<file path="config.mk">
export PLATFORM = sky130hd
export DESIGN_NAME = tank_key_ctrl
export DESIGN_NICKNAME = d
export VERILOG_FILES = /design/src/rtl/tank_key_ctrl.sv
export SDC_FILE = /design/constraint.sdc
export NUM_CORES = 1
export LEC_CHECK = 0
export CORE_ASPECT_RATIO = 0.9
export CORE_MARGIN = 2
export CORE_UTILIZATION = 57
export DETAILED_ROUTE_END_ITERATION = 6
export GPL_ROUTABILITY_DRIVEN = 0
export PLACE_DENSITY = 0.81
export SETUP_SLACK_MARGIN = 0.15
export SYNTH_ARGS = -nofsm -noshare
export SYNTH_HDL_FRONTEND = slang
export SYNTH_SLANG_ARGS = --single-unit
</file>
<file path="constraint.sdc">
create_clock -name clk_100mhz -period 3.1 [get_ports clk_100mhz]
set_input_delay 0.31 -clock clk_100mhz [delete_from_list [all_inputs] [get_ports clk_100mhz]]
set_output_delay 0.31 -clock clk_100mhz [all_outputs]
set_load 0.1 [all_outputs]
</file>
<file path="src/rtl/tank_key_ctrl.sv">
// Tank game key controller: turns {press, ascii} make/break events into per-player heading, move and fire.
// Optional build macro TANK_AUTOFIRE_EN: a held fire key re-fires every COOLDOWN cycles.
module tank_key_ctrl #(
    parameter int unsigned COOLDOWN = 25000000,
    parameter int unsigned CD_W     = 25
) (
    input  logic       clk_100mhz,
    input  logic       rst,
    input  logic       press,
    input  logic [7:0] ascii,
    output logic [1:0] p1_dir,
    output logic       p1_move,
    output logic       p1_fire,
    output logic [1:0] p2_dir,
    output logic       p2_move,
    output logic       p2_fire
);

    localparam logic [CD_W-1:0] CD_LOAD = CD_W'(COOLDOWN - 1);

    logic       r_prev_press;
    logic [7:0] r_prev_ascii;
    logic       w_event;
    logic [1:0] w_dkey;
    logic [1:0] w_fkey;
    logic [1:0] w_idx;
    logic [1:0] w_dir_o  [2];
    logic       w_move_o [2];
    logic       w_fire_o [2];

    // Up > down > left > right among the keys still held
    function automatic logic [1:0] f_prio(input logic [3:0] m);
        if (m[0])      return 2'd0;
        else if (m[1]) return 2'd1;
        else if (m[2]) return 2'd2;
        else           return 2'd3;
    endfunction

    always_ff @(posedge clk_100mhz) begin
        if (rst) begin
            r_prev_press <= 1'b0;
            r_prev_ascii <= 8'h00;
        end else begin
            r_prev_press <= press;
            r_prev_ascii <= ascii;
        end
    end

    assign w_event = ((press != r_prev_press) || (ascii != r_prev_ascii)) && (ascii != 8'h00);

    // Key map: direction bit index doubles as the heading code
    always_comb begin
        w_dkey = 2'b00;
        w_fkey = 2'b00;
        w_idx  = 2'd0;
        case (ascii)
            8'h77: begin w_dkey[0] = 1'b1; w_idx = 2'd0; end
            8'h73: begin w_dkey[0] = 1'b1; w_idx = 2'd1; end
            8'h61: begin w_dkey[0] = 1'b1; w_idx = 2'd2; end
            8'h64: begin w_dkey[0] = 1'b1; w_idx = 2'd3; end
            8'h20: w_fkey[0] = 1'b1;
            8'h69: begin w_dkey[1] = 1'b1; w_idx = 2'd0; end
            8'h6B: begin w_dkey[1] = 1'b1; w_idx = 2'd1; end
            8'h6A: begin w_dkey[1] = 1'b1; w_idx = 2'd2; end
            8'h6C: begin w_dkey[1] = 1'b1; w_idx = 2'd3; end
            8'h0D: w_fkey[1] = 1'b1;
            default: ;
        endcase
    end

    for (genvar g = 0; g < 2; g++) begin : g_player
        logic [3:0]      r_held;
        logic            r_fheld;
        logic [1:0]      r_dir;
        logic            r_move;
        logic            r_fire;
        logic [CD_W-1:0] r_cd;
        logic [3:0]      w_held_nxt;
        logic            w_fheld_nxt;
        logic [1:0]      w_dir_nxt;
        logic            w_fire_go;

        always_comb begin
            w_held_nxt  = r_held;
            w_fheld_nxt = r_fheld;
            w_dir_nxt   = r_dir;
            if (w_event && w_dkey[g]) begin
                w_held_nxt[w_idx] = press;
                if (press)
                    w_dir_nxt = w_idx;
                else if ((w_idx == r_dir) && (w_held_nxt != 4'b0000))
                    w_dir_nxt = f_prio(w_held_nxt);
            end
            if (w_event && w_fkey[g])
                w_fheld_nxt = press;
`ifdef TANK_AUTOFIRE_EN
            // Using the next held value suppresses a pulse in the break cycle
            w_fire_go = w_fheld_nxt && (r_cd == '0);
`else
            w_fire_go = w_event && w_fkey[g] && press && (r_cd == '0);
`endif
        end

        always_ff @(posedge clk_100mhz) begin
            if (rst) begin
                r_held  <= 4'b0000;
                r_fheld <= 1'b0;
                r_dir   <= 2'd0;
                r_move  <= 1'b0;
                r_fire  <= 1'b0;
                r_cd    <= '0;
            end else begin
                r_held  <= w_held_nxt;
                r_fheld <= w_fheld_nxt;
                r_dir   <= w_dir_nxt;
                r_move  <= |w_held_nxt;
                r_fire  <= w_fire_go;
                if (w_fire_go)
                    r_cd <= CD_LOAD;
                else if (r_cd != '0)
                    r_cd <= r_cd - CD_W'(1);
            end
        end

        assign w_dir_o[g]  = r_dir;
        assign w_move_o[g] = r_move;
        assign w_fire_o[g] = r_fire;
    end

    assign p1_dir  = w_dir_o[0];
    assign p1_move = w_move_o[0];
    assign p1_fire = w_fire_o[0];
    assign p2_dir  = w_dir_o[1];
    assign p2_move = w_move_o[1];
    assign p2_fire = w_fire_o[1];

endmodule

</file>
### After elaboration in Yosys (flattened, before gate mapping)

Cells that the tools add are included.

| word-level totals | value |
|---|---|
| bits of input ports | 11 |
| flip-flop bits (word level) | 75 |

| cells by class | value |
|---|---|
| reductions and logical operators | 35 |
| $lt $le $gt $ge | 2 |
| mux-type cells | 25 |
| add/subtract/negate cells | 2 |
| eq/ne operators | 14 |

Operators with widths:

| cell | count |
|---|---|
| 25-bit two-way mux | 4 |
| 8-bit by 7-bit equality test with 1-bit output, second input constant | 8 |
| 25-bit zero test | 2 |
| 25-bit nonzero test | 2 |
| 25-bit by 1-bit subtractor with 25-bit output, second input constant | 2 |
| 2-bit two-way mux | 8 |
| 4-bit OR reduction | 4 |
| 1-bit logical AND | 12 |
| 2-bit OR reduction | 5 |
| 4-bit bitwise mux | 2 |
| 8-bit by 4-bit equality test with 1-bit output, second input constant | 1 |
| 8-bit by 6-bit equality test with 1-bit output, second input constant | 1 |
| 4-bit two-way mux | 2 |
| 8-bit != test | 1 |
| 2-bit nonzero test | 4 |
| 4-bit nonzero test | 2 |
| 8-bit nonzero test | 1 |
| 1-bit two-way mux | 7 |
| 2-bit one-hot mux with 3 select lines | 1 |
| 2-bit equality test | 2 |
| 2-bit AND reduction | 2 |
| 2-bit by 3-bit < comparator with 1-bit output, second input constant | 1 |
| 1-bit demux with 2-bit select | 1 |
| 2-bit by 1-bit greater-or-equal comparator with 1-bit output, second input constant | 1 |
| other kinds (2) | 2 |

### Logic depth before layout (Yosys ltp)

| logic depth | value |
|---|---|
| word-level depth | 13 |
| gate-level depth with buffers | 10 |

### Least setup slack after synthesis

OpenSTA, ideal clock, no wires.

| path | value |
|---|---|
| kind | register to register |
| start | register g_player[0].r_cd[0] |
| end | register g_player[0].r_cd[14] |
| data required time | 3,012 ps |
| library setup time | 88 ps |
| setup slack | 435 ps |
| data arrival time | 2,577 ps |
| cell stages (with the launch flop) | 11 |
| path through | dfxtp_1 -> inv_1 -> ha_1 -> or3b_1 -> clkbuf_1 -> or3_4 -> or3_4 -> nor4_4 -> buf_6 -> a211oi_1 -> a311oi_2 |

| between the ends | value |
|---|---|
| word-level cells in the longest chain between the ends | 3 |

RTL lines:

| what | RTL line | source |
|---|---|---|
| start, declared | 77 | `logic [CD_W-1:0] r_cd;` |
| start signal, assigned | 121 | `r_cd <= r_cd - CD_W'(1);` |
| 25-bit by 1-bit subtractor with 25-bit output or 25-bit zero test (tied branches) | 121, 100 |  |
| 25-bit two-way mux or 1-bit logical AND (tied branches) | 120, 100 |  |
| 25-bit two-way mux or 2-bit nonzero test (tied branches) | n/a |  |

Several ways; a longest one is shown, not always the timed one. The select of a mux whose other input is x is not followed.
A chain may end at the register's enable or synchronous reset.

### Worst setup path after layout

| path | value |
|---|---|
| start | register g_player[0].r_cd[1] |
| end | register g_player[0].r_cd[14] |

Same word-level chain as after synthesis.

==> flow_summary_export.csv <==
group,metric,value,unit
pwr,worst_ir_drop_vdd,0.000575,V
finish,antenna_cells,0,
synthesis,post_synth_most_frequent_cells,"75 x dfxtp_1, 45 x nor2_1, 38 x nor3_1",
synthesis,synth.most_common_cell,"dfxtp_1",
outcome,run_status,"finished clean",
die,io_pins,19,
detailed_routing,routed_metal_1_wire_length,4090,um
die,die_h,82.5,um
timing,slew_limit_fails,0,
worst_setup_path,worst_ep_arrival_time,3.12,ns
cts,post-cts-setup-buffers,0,
detailed_routing,route.met2.wl,4120,um
synthesis,postSynthRegisterBits,75,
detailed_routing,ant_nets,0,
cts,cts.reportedPaths.clkPinSlew,0.09,ns
finish,seq_area,0.00150,mm2
finish,postLayoutCoreUtil,67.6,%
finish,fill_cell_count,525,
cts,clock_tree.root_cell,"clkbuf_8",
detailed_routing,drc,0,
timing,setup_viol,0,
global_route,track_usage,23.6,%
timing,postLayoutSetupSlackWorst,0.238,ns
detailed_routing,wl_per_cell,15.6,um
cts,clk-insertion-delay-late,0.35,ns
detailed_routing,routed-wl-met3,486,um
die,die_area,0.00753,mm2
worst_hold_path,hold_depth,2,
die,core.rowCount,28,
global_route,grt_start_max_net_pins,34,
die,die_width,91.2,um
synthesis,synthesis.yosys.warnings,0,
global_route,number_of_antenna_violations_at_the_first_check_in_global_routing,0,
finish,multi_input_comb_area,0.00226,mm2
worst_setup_path,worstSetupStartpointType,"register",
timing,tightest_slew,0.987,ns
detailed_routing,via_count,3498,
detailed_routing,vias_per_cell,6.19,
timing,fin_hold_ws,0.333,ns
detailed_routing,routed.top_layer,"met4",
placement,place.detailed.instances,547,
cts,tritoncts_clock_tree,"built",
cts,postCtsResizedCells,0,
worst_setup_path,end_kind,"register",
synthesis,synthDominantAreaCellType,"dfxtp_1",
synthesis,synth.distinct_cells,67,
synthesis,syn_area_per_cell,8.80,um2
timing,fmaxAchievable,0.349,GHz
timing,post-route-period-util,92.3,%
synthesis,synth_seq_area_share,38.4,%
worst_hold_path,hp-class,"primary input to register",
pwr,static-leakage-power,1.60,nW
detailed_routing,first_iter_violations,236,
global_route,first_global_vias,3197,
run,max_cap_violations,0,
worst_setup_path,critical_path.max_fanout,5,
placement,place.detailed.hpwl,6030,um
global_route,overflow,0,
cts,cts_htree_levels,3,
placement,placedInstanceArea,0.00423,mm2
timing,worst_clock_skew,0.0113,ns
placement,detailedPlace.worstSlack,0.242,ns
pwr,design_power_total,4.35,mW
cts,cts_max_path_buffers,2,
pwr,power_per_standard_cell_area,972,mW/mm2
cts,tritoncts.num_buffers,9,
timing,final_period_minus_worst_setup_slack,2.86,ns
worst_setup_path,crit_required,3.36,ns
detailed_routing,finalWirelength,8820,um
synthesis,synth_top_flop_cell,"dfxtp_1",
placement,port_buffers,18,
die,start_util,59.0,%
synthesis,synth_cells,444,
finish,flow.area_growth_from_synthesis,14.5,%
finish,design.final.nets,483,
synthesis,async_reset_ff_share,0,%
timing,totalNegativeSetupSlack,0,ns
timing,timing.max_slew.rel_slack,34.0,%
cts,clock-sinks,75,
synthesis,synth_nets,457,
worst_setup_path,worst-r2r-cell-count,9,
synthesis,synth_edf_count,0,
synthesis,synth_top_cells_by_area,"dfxtp_1 38%, nor3_1 4.9%, a211oi_1 4.6%",
finish,finish.instance_area,0.00447,mm2
finish,finish.cell_count_without_fillers,565,
cts,post_cts_hold_buffer_count,0,
finish,fraction_of_final_layout_cells_sized_beyond_drive_strength_1,12.8,%
timing,final_hold_viol_count,0,
global_route,grt_first_pass_wirelength,14400,um
worst_setup_path,kind_of_critical_path,"register to register",
timing,grt_setup_unrepaired,"no",
detailed_routing,dr.pass1.iters,7,
synthesis,synth_top_area_share,38.4,%
die,core,0.00662,mm2
synthesis,synth_area,0.00390,mm2
==> registers in the layout, indices dropped and copies added (netlist names) <==
register         cells
p2_dir               2
p2_move              1
g_player.r_cd       50
g_player.r_held      8
p1_fire              1
p1_dir               2
p1_move              1
p2_fire              1
r_prev_press         1
r_prev_ascii         8
==> worst paths after layout <==
kind	start	to	slack [ns]
worst max-delay path	g_player[0].r_cd[1]$_SDFFE_PP0P_	g_player[0].r_cd[14]$_SDFFE_PP0P_	0.24
worst min-delay path	rst	g_player[1].r_cd[24]$_SDFFE_PP0P_	0.33
worst max register to register	g_player[0].r_cd[1]$_SDFFE_PP0P_	g_player[0].r_cd[14]$_SDFFE_PP0P_	0.24
worst min register to register	g_player[0].r_cd[0]$_SDFFE_PP0P_	g_player[0].r_cd[0]$_SDFFE_PP0P_	0.48
==> where the power goes <==
part           switching (mW)  leakage, nW  internal [mW]  total (mW)
Sequential              0.238        0.613           1.22        1.46
Combinational            1.16        0.878          0.896        2.05
Clock                   0.377        0.114          0.459       0.835
==> kinds of logic after synthesis <==
kind of cell               synth area share [%]
DFF                                        38.4
and+or+nand+nor                            30.3
muxes                                      2.08
AOI/OAI and AO/OA                          18.1
xor gates and xnor gates                   6.73
adders and majority gates                 0.641
buffers and inverters                      3.72
==> critical path, cell delays in order (launching register included) <==
cell and delay [ns]:
dfxtp_1 0.34, inv_1 0.06, ha_1 0.17, or3b_4 0.39, or3_4 0.41, or3_4 0.43, nor4_4 0.42, buf_4 0.23
a211oi_1 0.07, a311oi_2 0.25
==> per-layer routing <==
| layer | up-vias | track usage, % |
|---|---|---|
| met5 | - | 0 |
| met4 | 0 | 6.52 |
| met3 | 13 | 6.35 |
| met2 | 104 | 40.0 |
| met1 | 1655 | 30.2 |
| li1 | 1726 | - |
==> placed cells by master (no fill, tap or decap), types with 5 or more instances in the layout <==
cell type	count
dfxtp_1	74
nor2_1	45
nor3_1	38
a211oi_1	24
buf_4	20
xnor2_1	17
clkdlybuf4s50_1	16
nand2_1	14
xor2_1	13
inv_1	11
nor2b_1	11
a21oi_1	11
nand2b_1	10
clkbuf_8	9
nor4_1	8
nand3_1	8
a31oi_1	8
a311oi_1	8
mux2i_1	7
or4_1	6
nand4_1	6
o21ai_0	6
nor3b_1	6
or3_1	5
nor4b_1	5
o211ai_1	5
==> final cells by class <==
| cell class | count | share of cell area (%) |
|---|---|---|
| multi-input cells | 334 | 50.5 |
| well taps | 90 | 2.52 |
| clock inverters | 7 | 2.24 |
| inverters | 11 | 0.923 |
| flip-flops and latches | 75 | 33.6 |
| clock buffers | 9 | 2.77 |
| repair buffers | 39 | 7.41 |
(Power assumes the default switching activity.)
